$ cat config.mk
export PLATFORM = sky130hd
export DESIGN_NAME = multicycle_ctrl
export DESIGN_NICKNAME = d
export VERILOG_FILES = /design/src/rtl/rv_ctrl_pkg.sv /design/src/rtl/multicycle_ctrl_dec.sv /design/src/rtl/multicycle_ctrl.sv
export SDC_FILE = /design/constraint.sdc
export NUM_CORES = 1
export LEC_CHECK = 0
export ABC_CLOCK_PERIOD_IN_PS = 2800
export CAP_MARGIN = 5
export CORE_MARGIN = 2
export CORE_UTILIZATION = 45
export DETAILED_ROUTE_END_ITERATION = 12
export PLACE_DENSITY = 0.83
export RECOVER_POWER = 100
export SLEW_MARGIN = 15
export SYNTH_ARGS = -nofsm -noshare
export SYNTH_HDL_FRONTEND = slang
export SYNTH_SLANG_ARGS = --single-unit
$ cat constraint.sdc
create_clock -name clk -period 2.8 [get_ports clk]
set_input_delay 0.56 -clock clk [delete_from_list [all_inputs] [get_ports clk]]
set_output_delay 0.56 -clock clk [all_outputs]
set_load 0.03 [all_outputs]
$ cat src/rtl/rv_ctrl_pkg.sv
// -----------------------------------------------------------------------------
// rv_ctrl_pkg
// Shared definitions for the RV32I multi-cycle control slice:
//   - base opcode constants (instr[6:0])
//   - FSM state encoding (IDLE=0 .. TRAP=6, also visible on the debug port)
//   - pc_sel / wb_sel mux encodings
//   - instruction class indices for the one-hot class vector
//   - registered control-word struct and small select helpers
// -----------------------------------------------------------------------------
package rv_ctrl_pkg;

   // Base opcodes
   localparam logic [6:0] opc_op     = 7'b0110011;
   localparam logic [6:0] opc_op_imm = 7'b0010011;
   localparam logic [6:0] opc_load   = 7'b0000011;
   localparam logic [6:0] opc_store  = 7'b0100011;
   localparam logic [6:0] opc_branch = 7'b1100011;
   localparam logic [6:0] opc_lui    = 7'b0110111;
   localparam logic [6:0] opc_auipc  = 7'b0010111;
   localparam logic [6:0] opc_jal    = 7'b1101111;
   localparam logic [6:0] opc_jalr   = 7'b1100111;
   localparam logic [6:0] opc_system = 7'b1110011;

   // FSM states
   typedef enum logic [2:0] {
      st_idle   = 3'd0,
      st_fetch  = 3'd1,
      st_decode = 3'd2,
      st_exec   = 3'd3,
      st_mem    = 3'd4,
      st_wb     = 3'd5,
      st_trap   = 3'd6
   } state_t;

   // Next-PC select
   localparam logic [1:0] pcsel_pc4 = 2'b00;
   localparam logic [1:0] pcsel_imm = 2'b01;
   localparam logic [1:0] pcsel_reg = 2'b10;

   // Register write-back select
   localparam logic [1:0] wbsel_alu  = 2'b00;
   localparam logic [1:0] wbsel_load = 2'b01;
   localparam logic [1:0] wbsel_pc4  = 2'b10;
   localparam logic [1:0] wbsel_imm  = 2'b11;

   // One-hot class vector bit positions
   localparam int cls_op     = 0;
   localparam int cls_op_imm = 1;
   localparam int cls_load   = 2;
   localparam int cls_store  = 3;
   localparam int cls_branch = 4;
   localparam int cls_lui    = 5;
   localparam int cls_auipc  = 6;
   localparam int cls_jal    = 7;
   localparam int cls_jalr   = 8;
   localparam int cls_sys    = 9;
   localparam int cls_w      = 10;

   // Registered control word. store_ack_pc and br_exec are qualifiers that
   // are combined with dmem_ack / br_cond at the output.
   typedef struct packed {
      logic       imem_req;
      logic       dmem_req;
      logic       dmem_we;
      logic       pc_we;
      logic       store_ack_pc;
      logic       br_exec;
      logic [1:0] pc_sel;
      logic       alu_a_sel;
      logic       alu_b_sel;
      logic       rf_we;
      logic [1:0] wb_sel;
      logic       halt;
      logic       illegal;
   } ctrl_t;

   // Write-back source for an instruction class
   function automatic logic [1:0] wb_sel_of(input logic [cls_w-1:0] cls);
      logic [1:0] sel;
      if (cls[cls_lui]) begin
         sel = wbsel_imm;
      end else if (cls[cls_jal] | cls[cls_jalr]) begin
         sel = wbsel_pc4;
      end else if (cls[cls_load]) begin
         sel = wbsel_load;
      end else if (cls[cls_op] | cls[cls_op_imm] | cls[cls_auipc]) begin
         sel = wbsel_alu;
      end else begin
         sel = wbsel_alu;
      end
      return sel;
   endfunction

   // Next-PC source used in the write-back phase
   function automatic logic [1:0] wb_pc_sel_of(input logic [cls_w-1:0] cls);
      logic [1:0] sel;
      if (cls[cls_jal]) begin
         sel = pcsel_imm;
      end else if (cls[cls_jalr]) begin
         sel = pcsel_reg;
      end else begin
         sel = pcsel_pc4;
      end
      return sel;
   endfunction

endpackage

$ cat src/rtl/multicycle_ctrl_dec.sv
// -----------------------------------------------------------------------------
// multicycle_ctrl_dec
// Combinational opcode-to-class decoder.
//   opcode  in  7         instr[6:0]
//   cls     out cls_w     one-hot instruction class (all zero when illegal)
//   illegal out 1         opcode is not a supported RV32I base opcode
// -----------------------------------------------------------------------------
module multicycle_ctrl_dec
   import rv_ctrl_pkg::*;
(
   input  logic [6:0]       opcode,
   output logic [cls_w-1:0] cls,
   output logic             illegal
);

   // Map opcode to its class bit; anything unknown flags illegal
   always_comb begin
      cls     = {cls_w{1'b0}};
      illegal = 1'b0;
      case (opcode)
         opc_op:     cls[cls_op]     = 1'b1;
         opc_op_imm: cls[cls_op_imm] = 1'b1;
         opc_load:   cls[cls_load]   = 1'b1;
         opc_store:  cls[cls_store]  = 1'b1;
         opc_branch: cls[cls_branch] = 1'b1;
         opc_lui:    cls[cls_lui]    = 1'b1;
         opc_auipc:  cls[cls_auipc]  = 1'b1;
         opc_jal:    cls[cls_jal]    = 1'b1;
         opc_jalr:   cls[cls_jalr]   = 1'b1;
         opc_system: cls[cls_sys]    = 1'b1;
         default:    illegal         = 1'b1;
      endcase
   end

endmodule

$ cat src/rtl/multicycle_ctrl.sv
// -----------------------------------------------------------------------------
// multicycle_ctrl
// Multi-cycle RV32I sequencer: FETCH -> DECODE -> EXEC -> (MEM) -> (WB).
// Parks in TRAP on ECALL/EBREAK (SYSTEM) or an unknown opcode until reset.
//
// Ports
//   clk, rst_n                 clock, asynchronous active-low reset
//   imem_req/ack/rdata         instruction fetch handshake and data
//   instr                      instruction register
//   dmem_req/we/ack            data access handshake (we=1 store)
//   br_cond                    branch comparison result from the ALU
//   pc_we, pc_sel              PC update strobe and next-PC select
//   alu_a_sel, alu_b_sel       ALU operand selects
//   rf_we, wb_sel              register write strobe and source select
//   halt, illegal              trap reached / trap cause is unknown opcode
//   state                      current FSM state (debug)
//   cycle_cnt, instret_cnt     only with MULTICYCLE_CTRL_PERF_EN defined
//
// Outputs are decoded from the next state and the instruction register and
// then registered, so they reset asynchronously with the FSM. Two outputs
// also qualify a registered flag with an input in the same cycle: the branch
// target select (br_cond, valid only during EXEC) and the store completion
// PC strobe (dmem_ack, ends the MEM phase).
// -----------------------------------------------------------------------------
module multicycle_ctrl
   import rv_ctrl_pkg::*;
(
   input  logic        clk,
   input  logic        rst_n,
   output logic        imem_req,
   input  logic        imem_ack,
   input  logic [31:0] imem_rdata,
   output logic [31:0] instr,
   output logic        dmem_req,
   output logic        dmem_we,
   input  logic        dmem_ack,
   input  logic        br_cond,
   output logic        pc_we,
   output logic [1:0]  pc_sel,
   output logic        alu_a_sel,
   output logic        alu_b_sel,
   output logic        rf_we,
   output logic [1:0]  wb_sel,
   output logic        halt,
   output logic        illegal,
   output logic [2:0]  state
`ifdef MULTICYCLE_CTRL_PERF_EN
   ,
   output logic [31:0] cycle_cnt,
   output logic [31:0] instret_cnt
`endif
);

   state_t           state_r;
   state_t           state_nx_s;
   logic [31:0]      instr_r;
   ctrl_t            ctrl_r;
   ctrl_t            ctrl_nx_s;
   logic [cls_w-1:0] cls_s;
   logic             dec_illegal_s;

   multicycle_ctrl_dec u_dec (
      .opcode  (instr_r[6:0]),
      .cls     (cls_s),
      .illegal (dec_illegal_s)
   );

   // Sequencing rules. Acks are only looked at in the state that raises the
   // matching request, so stray acks are ignored by construction.
   function automatic state_t next_state(
      input state_t           st,
      input logic [cls_w-1:0] cls,
      input logic             ill,
      input logic             iack,
      input logic             dack
   );
      state_t nx;
      nx = st;
      case (st)
         st_idle: nx = st_fetch;
         st_fetch: begin
            if (iack) nx = st_decode;
            else      nx = st_fetch;
         end
         st_decode: begin
            if (ill | cls[cls_sys]) nx = st_trap;
            else                    nx = st_exec;
         end
         st_exec: begin
            if (cls[cls_branch])                     nx = st_fetch;
            else if (cls[cls_load] | cls[cls_store]) nx = st_mem;
            else                                     nx = st_wb;
         end
         st_mem: begin
            if (!dack)               nx = st_mem;
            else if (cls[cls_load])  nx = st_wb;
            else                     nx = st_fetch;
         end
         st_wb:   nx = st_fetch;
         st_trap: nx = st_trap;
         default: nx = st_trap;
      endcase
      return nx;
   endfunction

   // Moore control word for a state and instruction class
   function automatic ctrl_t ctrl_of(
      input state_t           st,
      input logic [cls_w-1:0] cls,
      input logic             ill
   );
      ctrl_t c;
      c = '0;
      case (st)
         st_fetch: c.imem_req = 1'b1;
         st_exec: begin
            c.alu_a_sel = cls[cls_auipc];
            c.alu_b_sel = ~(cls[cls_op] | cls[cls_branch]);
            c.pc_we     = cls[cls_branch];
            c.br_exec   = cls[cls_branch];
         end
         st_mem: begin
            c.dmem_req     = 1'b1;
            c.dmem_we      = cls[cls_store];
            c.store_ack_pc = cls[cls_store];
         end
         st_wb: begin
            c.rf_we  = 1'b1;
            c.pc_we  = 1'b1;
            c.wb_sel = wb_sel_of(cls);
            c.pc_sel = wb_pc_sel_of(cls);
         end
         st_trap: begin
            c.halt    = 1'b1;
            c.illegal = ill;
         end
         default: c = '0;
      endcase
      return c;
   endfunction

   assign state_nx_s = next_state(state_r, cls_s, dec_illegal_s, imem_ack, dmem_ack);
   assign ctrl_nx_s  = ctrl_of(state_nx_s, cls_s, dec_illegal_s);

   // FSM state, instruction register and registered control outputs
   always_ff @(posedge clk or negedge rst_n) begin
      if (!rst_n) begin
         state_r <= st_idle;
         instr_r <= 32'h0000_0000;
         ctrl_r  <= '0;
      end else begin
         state_r <= state_nx_s;
         ctrl_r  <= ctrl_nx_s;
         if ((state_r == st_fetch) && imem_ack) begin
            instr_r <= imem_rdata;
         end else begin
            instr_r <= instr_r;
         end
      end
   end

   assign state     = state_r;
   assign instr     = instr_r;
   assign imem_req  = ctrl_r.imem_req;
   assign dmem_req  = ctrl_r.dmem_req;
   assign dmem_we   = ctrl_r.dmem_we;
   assign alu_a_sel = ctrl_r.alu_a_sel;
   assign alu_b_sel = ctrl_r.alu_b_sel;
   assign rf_we     = ctrl_r.rf_we;
   assign wb_sel    = ctrl_r.wb_sel;
   assign halt      = ctrl_r.halt;
   assign illegal   = ctrl_r.illegal;
   // Store retires on the cycle its data access completes
   assign pc_we     = ctrl_r.pc_we | (ctrl_r.store_ack_pc & dmem_ack);
   // Branch target only when the ALU reports the condition taken
   assign pc_sel    = (ctrl_r.br_exec & br_cond) ? pcsel_imm : ctrl_r.pc_sel;

`ifdef MULTICYCLE_CTRL_PERF_EN
   logic [31:0] cycle_cnt_r;
   logic [31:0] instret_cnt_r;

   // Active-cycle and retired-instruction counters, wrapping modulo 2^32
   always_ff @(posedge clk or negedge rst_n) begin
      if (!rst_n) begin
         cycle_cnt_r   <= 32'd0;
         instret_cnt_r <= 32'd0;
      end else begin
         if ((state_r != st_idle) && (state_r != st_trap)) begin
            cycle_cnt_r <= cycle_cnt_r + 32'd1;
         end else begin
            cycle_cnt_r <= cycle_cnt_r;
         end
         if (pc_we) begin
            instret_cnt_r <= instret_cnt_r + 32'd1;
         end else begin
            instret_cnt_r <= instret_cnt_r;
         end
      end
   end

   assign cycle_cnt   = cycle_cnt_r;
   assign instret_cnt = instret_cnt_r;
`endif

endmodule

==> results by group, run 1 <==
Run status
  – Status: finished clean

Final layout
  – NumNets Final: 281
  – Post-route cell area: 3030 um^2
  – P&R area growth vs syn: 45.5%
  – Final std cells w/o fill: 297
  – Layout cell share with drive strength beyond 1: 0.184
  – Diode count: 0

Global route
  – Vias in the first global route: 1540
  – First-pass GRT wire length: 6850 um
  – Initial antenna violation count: 0
  – Congestion Overflow GR: 0
  – GRT Resource Usage Total: 0.172
  – Largest net degree at the start of global routing: 35

Clock network
  – Post-CTS Setup Bufs: 0
  – Clock Pin Slew Worst Setup and Hold Paths: 0.08 ns
  – Hold-fix buffers at CTS: 0
  – Num CTS Buffers: 5
  – CTS sink count: 49
  – CTS H-tree lvls: 2
  – Clock tree buffer depth: 2
  – Root Buffer: clkbuf_8
  – Clock Latency Late Sink: 0.30 ns
  – CTS tree: built
  – Post-CTS resize count: 0

Die
  – Die area: 5180 um^2
  – Io pins: 85
  – Die X: 72.0 um
  – Die Height: 72.0 um
  – Initial core utilization: 0.471
  – Core footprint: 4410 um^2
  – Rows: 24

Timing
  – Setup total negative slack: 0 ns
  – Least-Margin Pin Slew: 0.995 ns
  – Max_slew headroom: 0.329
  – Hold_ws: 0.344 ns
  – Max Clock Freq: 0.402 GHz
  – Layout Skew: 0.00426 ns
  – Final hold vios: 0
  – Final setup fails: 0
  – Slew Viols, Final: 0
  – Crit path time final: 2.49 ns
  – RSZ-0062 raised after global routing: false
  – Final Cycle Share: 0.888

Critical path
  – Worst reg2reg path startpoint: instr[6]$_DFFE_PN0P_
  – Critical path cell sequence: clkdlybuf4s50_1 -> a21o_1 -> dlygate4sd3_1
  – CP max stage delay: 0.73 ns
  – Worst r2r path cells: 5
  – WP data required: 2.24 ns
  – Slowest CP cell: dlygate4sd3_1
  – Worst Path Max Fanout: 3
  – Worst endpoint data arrival time: 1.93 ns
  – Worst setup path category: primary input to output port
  – Critical Path Sink Type: output port
  – Startpoint types: primary input
  – R2R setup slack: 0.39 ns
  – Worst R2R End: dmem_we$_DFF_PN0_

Synth
  – Synthesized area per cell: 13.0 um^2
  – Synth Register Bits: 49
  – Count of distinct cell types in the synthesized netlist: 38
  – Synth area leader: dfrtp_1
  – Main area contributors after synthesis: dfrtp_1, mux2_2, nor2_1
  – Synthesized area: 2080 um^2
  – Yosys Warn Count: 0
  – Synth Net Count: 197
  – Sequential-to-total area share from yosys stat: 0.590
  – Synth top area share: 0.590
  – Asr flop ratio synth: 1.00
  – Top_reg_cell synth: dfrtp_1
  – Cells after Synth: 160
  – Number of synthesized flops with an enable pin: 0

Route
  – Drt pass-1 iters: 4
  – DRC viols: 0
  – Vias: 1544
  – Routed Antenna Nets: 0
  – DR WL/cell: 14.3 um
  – First DRT Iteration DRCs: 94
  – Routed WL: 4260 um
  – Via density: 5.20

Power
  – Peak supply drop: 0.671 mV
  – Cell leakage power: 0.00133 uW
  – Power Density: 1190 nW/um^2
  – Tot Pwr: 3590 uW

Placed design
  – Placer Congestion: 0.861
  – DPL Wire Length: 3130 um
  – IO Port Bufs: 84
  – Placed cell count: 289
  – Placed Area: 2960 um^2

Hold path
  – Type of the tightest min-delay check: primary input to asynchronous set/reset pin

Job
  – Max cap viols: 0
per-stage QoR:
stage	utilization	setup slack, ns
after floorplan	-	0.911
after global placement	0.671	0.425
after detailed placement	0.671	0.367
after CTS	0.694	0.359
after global routing	0.686	0.196
final	0.686	0.313
Yosys cell counts, drive strengths merged (2+ instances only):
| cell type | count |
|---|---|
| nor2b | 5 |
| nor2 | 9 |
| and3 | 2 |
| o21ai | 6 |
| mux2 | 31 |
| inv | 6 |
| dfrtp | 49 |
| nand3 | 3 |
| clkbuf | 3 |
| nand4 | 2 |
| nor4 | 3 |
| a21oi | 5 |
| nor3 | 2 |
| nand2 | 4 |
| a21o | 2 |
| buf | 6 |
| nand2b | 5 |
| a211oi | 2 |
flip-flops by register name, summed over array words and instances, names as in the netlist:
register	cells
alu_b_sel	1
wb_sel	2
illegal	1
halt	1
imem_req	1
state	3
rf_we	1
ctrl_r	4
dmem_req	1
alu_a_sel	1
instr	32
dmem_we	1
report_power, final:
| part | switching, uW | internal, uW | total, uW | leakage, uW |
|---|---|---|---|---|
| Clock | 220 | 223 | 443 | 0.0000542 |
| Combinational | 1070 | 818 | 1890 | 0.000670 |
| Sequential | 256 | 1000 | 1260 | 0.000604 |
| Total | 1550 | 2050 | 3590 | 0.00133 |
cells by family after synthesis:
family                 synth area share
flip-flops                        0.590
AND/OR/NAND/NOR                   0.119
multiplexers                      0.168
buffers and inverters            0.0331
AO/OA/AOI/OAI                    0.0909
layout by cell type (no fill, tap or decap), drive strengths merged:
cell type      netlist  layout
a2111oi              1       1
a211oi               2       2
a21boi               1       1
a21o                 2       2
a21oi                5       5
a221o                1       1
a31oi                1       1
and2                 1       1
and3                 2       2
and3b                1       1
and4bb               1       1
clkbuf               3      10
clkdlybuf4s50        0      34
clkinv               0       1
dfrtp               49      49
dlygate4sd3          0      49
inv                  6       6
mux2                31      31
nand2                4       4
nand2b               5       5
nand3                3       3
nand3b               1       1
nand4                2       2
nand4bb              1       1
nor2                 9       9
nor2b                5       5
nor3                 2       2
nor4                 3       3
nor4bb               1       1
o21ai                6       6
o21bai               1       1
o22ai                1       1
o311a                1       1
o311ai               1       1
or3                  1       1
worst max-delay path, delay by kind of cell:
family	cells	cell delay, ns
buffers and inverters	2	1.24
AO/OA/AOI/OAI	1	0.13
area by class of cell:
cell class / instances / area [um^2]
Inverter: 6 / 22.5
Fill cell: 348 / 1390
Clock inverter: 1 / 5.00
Multi-Input combinational cell: 96 / 767
Timing Repair Buffer: 86 / 845
Sequential cell: 49 / 1230
Tap cell: 52 / 65.1
Clock buffer: 7 / 96.3
worst max path at each step:
stage / startpoint / end / slack (ns)
after global routing: imem_ack / instr[11]$_DFFE_PN0P_ / 0.20
after floorplan: instr[5]$_DFFE_PN0P_ / ctrl_r[11]$_DFF_PN0_ / 0.91
after global placement: dmem_ack / pc_we / 0.42
after CTS: dmem_ack / pc_we / 0.36
final: dmem_ack / pc_we / 0.31
after detailed placement: dmem_ack / pc_we / 0.37
metal layers:
metal  up-vias  global-route usage  part of all wire
li1        738                   -                 -
met1       742               0.193              0.40
met2        58               0.296              0.50
met3         6              0.0667             0.084
met4         0              0.0629             0.013
met5         -                   0                 0
Power figures use the tool's default switching activity.
==> run 2: changes to the inputs <==
- CORE_MARGIN: 2 -> 4
- SKIP_CTS_REPAIR_TIMING: not set -> 1
==> run 2 against run 1 <==
  * Via count up 0.71%
  * Largest power group unchanged
  * Highest routed layer unchanged
  * Final area up 0.37%
  * Critical path type unchanged
  * Core utilization up 0.26 points
  * Final cell count unchanged
  * Critical endpoint unchanged
  * Power up 1.7%
  * Clock skew up 0.0017 ns
  * Non-clock buffer count unchanged
==> results by group, run 2 (synthesized netlist as in run 1, its figures left out) <==
Run status
  – Status: finished clean

Global route
  – GRT Resource Usage Total: 0.164 (-0.00778)
  – Largest net degree at the start of global routing: 35 (unchanged)
  – Congestion Overflow GR: 0 (unchanged)
  – Vias in the first global route: 1665 (+8.1%)
  – Initial antenna violation count: 0 (unchanged)
  – First-pass GRT wire length: 7850 um (+15%)

Timing
  – Final hold vios: 0 (unchanged)
  – Setup total negative slack: 0 ns (unchanged)
  – Max Clock Freq: 0.403 GHz (+0.33%)
  – Least-Margin Pin Slew: 1.33 ns (+0.331 ns)
  – Crit path time final: 2.48 ns (-0.00817 ns)
  – RSZ-0062 raised after global routing: false
  – Slew Viols, Final: 0 (unchanged)
  – Final setup fails: 0 (unchanged)
  – Final Cycle Share: 0.885 (-0.00292)
  – Max_slew headroom: 0.116 (-0.212)
  – Layout Skew: 0.00595 ns (+0.00169 ns)

Route
  – Routed WL: 4430 um (+3.9%)
  – DRC viols: 0 (unchanged)
  – DR WL/cell: 14.9 um (+3.9%)
  – Via density: 5.24 (+0.71%)
  – Routed Antenna Nets: 0 (unchanged)
  – Drt pass-1 iters: 4 (unchanged)
  – First DRT Iteration DRCs: 91 (-3.2%)
  – Vias: 1555 (+0.71%)

Final layout
  – Max reg flops: 32 (unchanged)
  – Post-route cell area: 3040 um^2 (+0.37%)
  – Fin util: 0.688 (+0.00255)
  – # fillers: 338 (-2.9%)
  – Layout cell share with drive strength beyond 1: 0.176 (-0.00816)
  – P&R area growth vs syn: 46.1%
  – Commonest cells after routing, fill and taps aside: dfrtp_1, dlygate4sd3_1, clkdlybuf4s50_1
  – Multi-input gate area: 763 um^2 (-0.49%)
  – NumNets Final: 281 (unchanged)
  – Reg area: 1230 um^2 (unchanged)
  – Diode count: 0 (unchanged)

Die
  – Io pins: 85 (unchanged)
  – Die X: 76.0 um (+5.6%)
  – Die Height: 76.0 um (+5.6%)
  – Core footprint: 4410 um^2 (unchanged)
  – Initial core utilization: 0.471 (unchanged)
  – Die area: 5770 um^2 (+11%)
  – Rows: 24 (unchanged)

Power
  – Power Density: 1200 nW/um^2 (+1.3%)
  – Peak supply drop: 0.608 mV (-9.3%)
  – Cell leakage power: 0.00133 uW (about the same)

Critical path
  – Critical path cell sequence: clkdlybuf4s50_1 -> a21o_1 -> dlygate4sd3_1
  – Worst endpoint data arrival time: 1.92 ns (about the same)
  – Delay-heaviest family, CP: buffers and inverters
  – Worst Path Max Fanout: 3 (unchanged)
  – Crit path buf inv count: 2 (unchanged)
  – Startpoint types: primary input
  – WP data required: 2.24 ns (about the same)
  – Worst setup path category: primary input to output port
  – CP max stage delay: 0.74 ns (about the same)
  – Critical Path Sink Type: output port
  – Slowest CP cell: dlygate4sd3_1

Placed design
  – IO Port Bufs: 84 (unchanged)
  – Placer Congestion: 0.840 (-2.5%)
  – Placed Area: 2980 um^2 (+0.42%)
  – DPL Wire Length: 3330 um (+6.5%)

Clock network
  – Num CTS Buffers: 5 (unchanged)
  – Clock tree buffer depth: 2 (unchanged)
  – Clock Latency Late Sink: 0.29 ns (about the same)
  – CTS sink count: 49 (unchanged)
  – Clock Pin Slew Worst Setup and Hold Paths: 0.08 ns (about the same)
  – Root Buffer: clkbuf_8
  – CTS H-tree lvls: 2 (unchanged)
  – CTS tree: built

Job
  – Max cap viols: 0 (unchanged)

Hold path
  – Type of the tightest min-delay check: flop to flop
[run 2: changes by cell type in the layout (fill, tap and decap cells not counted), sizes merged]
cell	delta
bufinv	+1
clkinv	-1
[run 2: path summary, 6_finish.rpt]
check | start | to | slack, ns | cells past startpoint
max | dmem_ack | pc_we | 0.32 | 3
min | instr[21]$_DFFE_PN0P_ | instr[21]$_DFFE_PN0P_ | 0.50 | 1
max reg2reg | instr[6]$_DFFE_PN0P_ | dmem_we$_DFF_PN0_ | 0.62 | 5
min reg2reg | instr[21]$_DFFE_PN0P_ | instr[21]$_DFFE_PN0P_ | 0.50 | 1
max in group asynchronous | rst_n | ctrl_r[11]$_DFF_PN0_ | 1.04 | 2
min in group asynchronous | rst_n | alu_a_sel$_DFF_PN0_ | 0.54 | 1
[run 2: report_power, final]
| group | leakage [uW] | total (uW) | internal (uW) | switching, uW |
|---|---|---|---|---|
| clock network | 0.0000585 | 514 | 291 | 222 |
| logic | 0.000666 | 1880 | 812 | 1070 |
| registers | 0.000604 | 1260 | 1000 | 257 |
[run 2: layer usage]
| metal | part of all wire | track usage | routed length (um) | vias up |
|---|---|---|---|---|
| li1 | - | - | - | 739 |
| met4 | 0.014 | 0.0534 | 61 | 0 |
| met2 | 0.48 | 0.271 | 2130 | 56 |
| met3 | 0.095 | 0.0615 | 419 | 7 |
| met5 | 0 | 0 | 0 | - |
| met1 | 0.41 | 0.196 | 1820 | 753 |
[run 2: layout make-up]
| type | instances | share of cell area |
|---|---|---|
| clock buffer | 7 | 0.0284 |
| clock inverter | 1 | 0.00988 |
| inverter | 6 | 0.00741 |
| multi-input combinational | 96 | 0.251 |
| sequential | 49 | 0.404 |
| tap | 52 | 0.0214 |
| timing repair buffer | 86 | 0.278 |
[run 2: through the flow]
step / hold slack [ns] / cells / power, uW / setup WS [ns]
6_report: 0.502 / 297 / 3660 / 0.322
3_3_place_gp: 0.487 / 289 / 3330 / 0.422
4_1_cts: 0.263 / 297 / 3890 / 0.384
5_1_grt: 0.514 / 297 / 3900 / 0.275
2_1_floorplan: 0.264 / 160 / 2530 / 0.911
3_5_place_dp: 0.494 / 289 / 3370 / 0.388
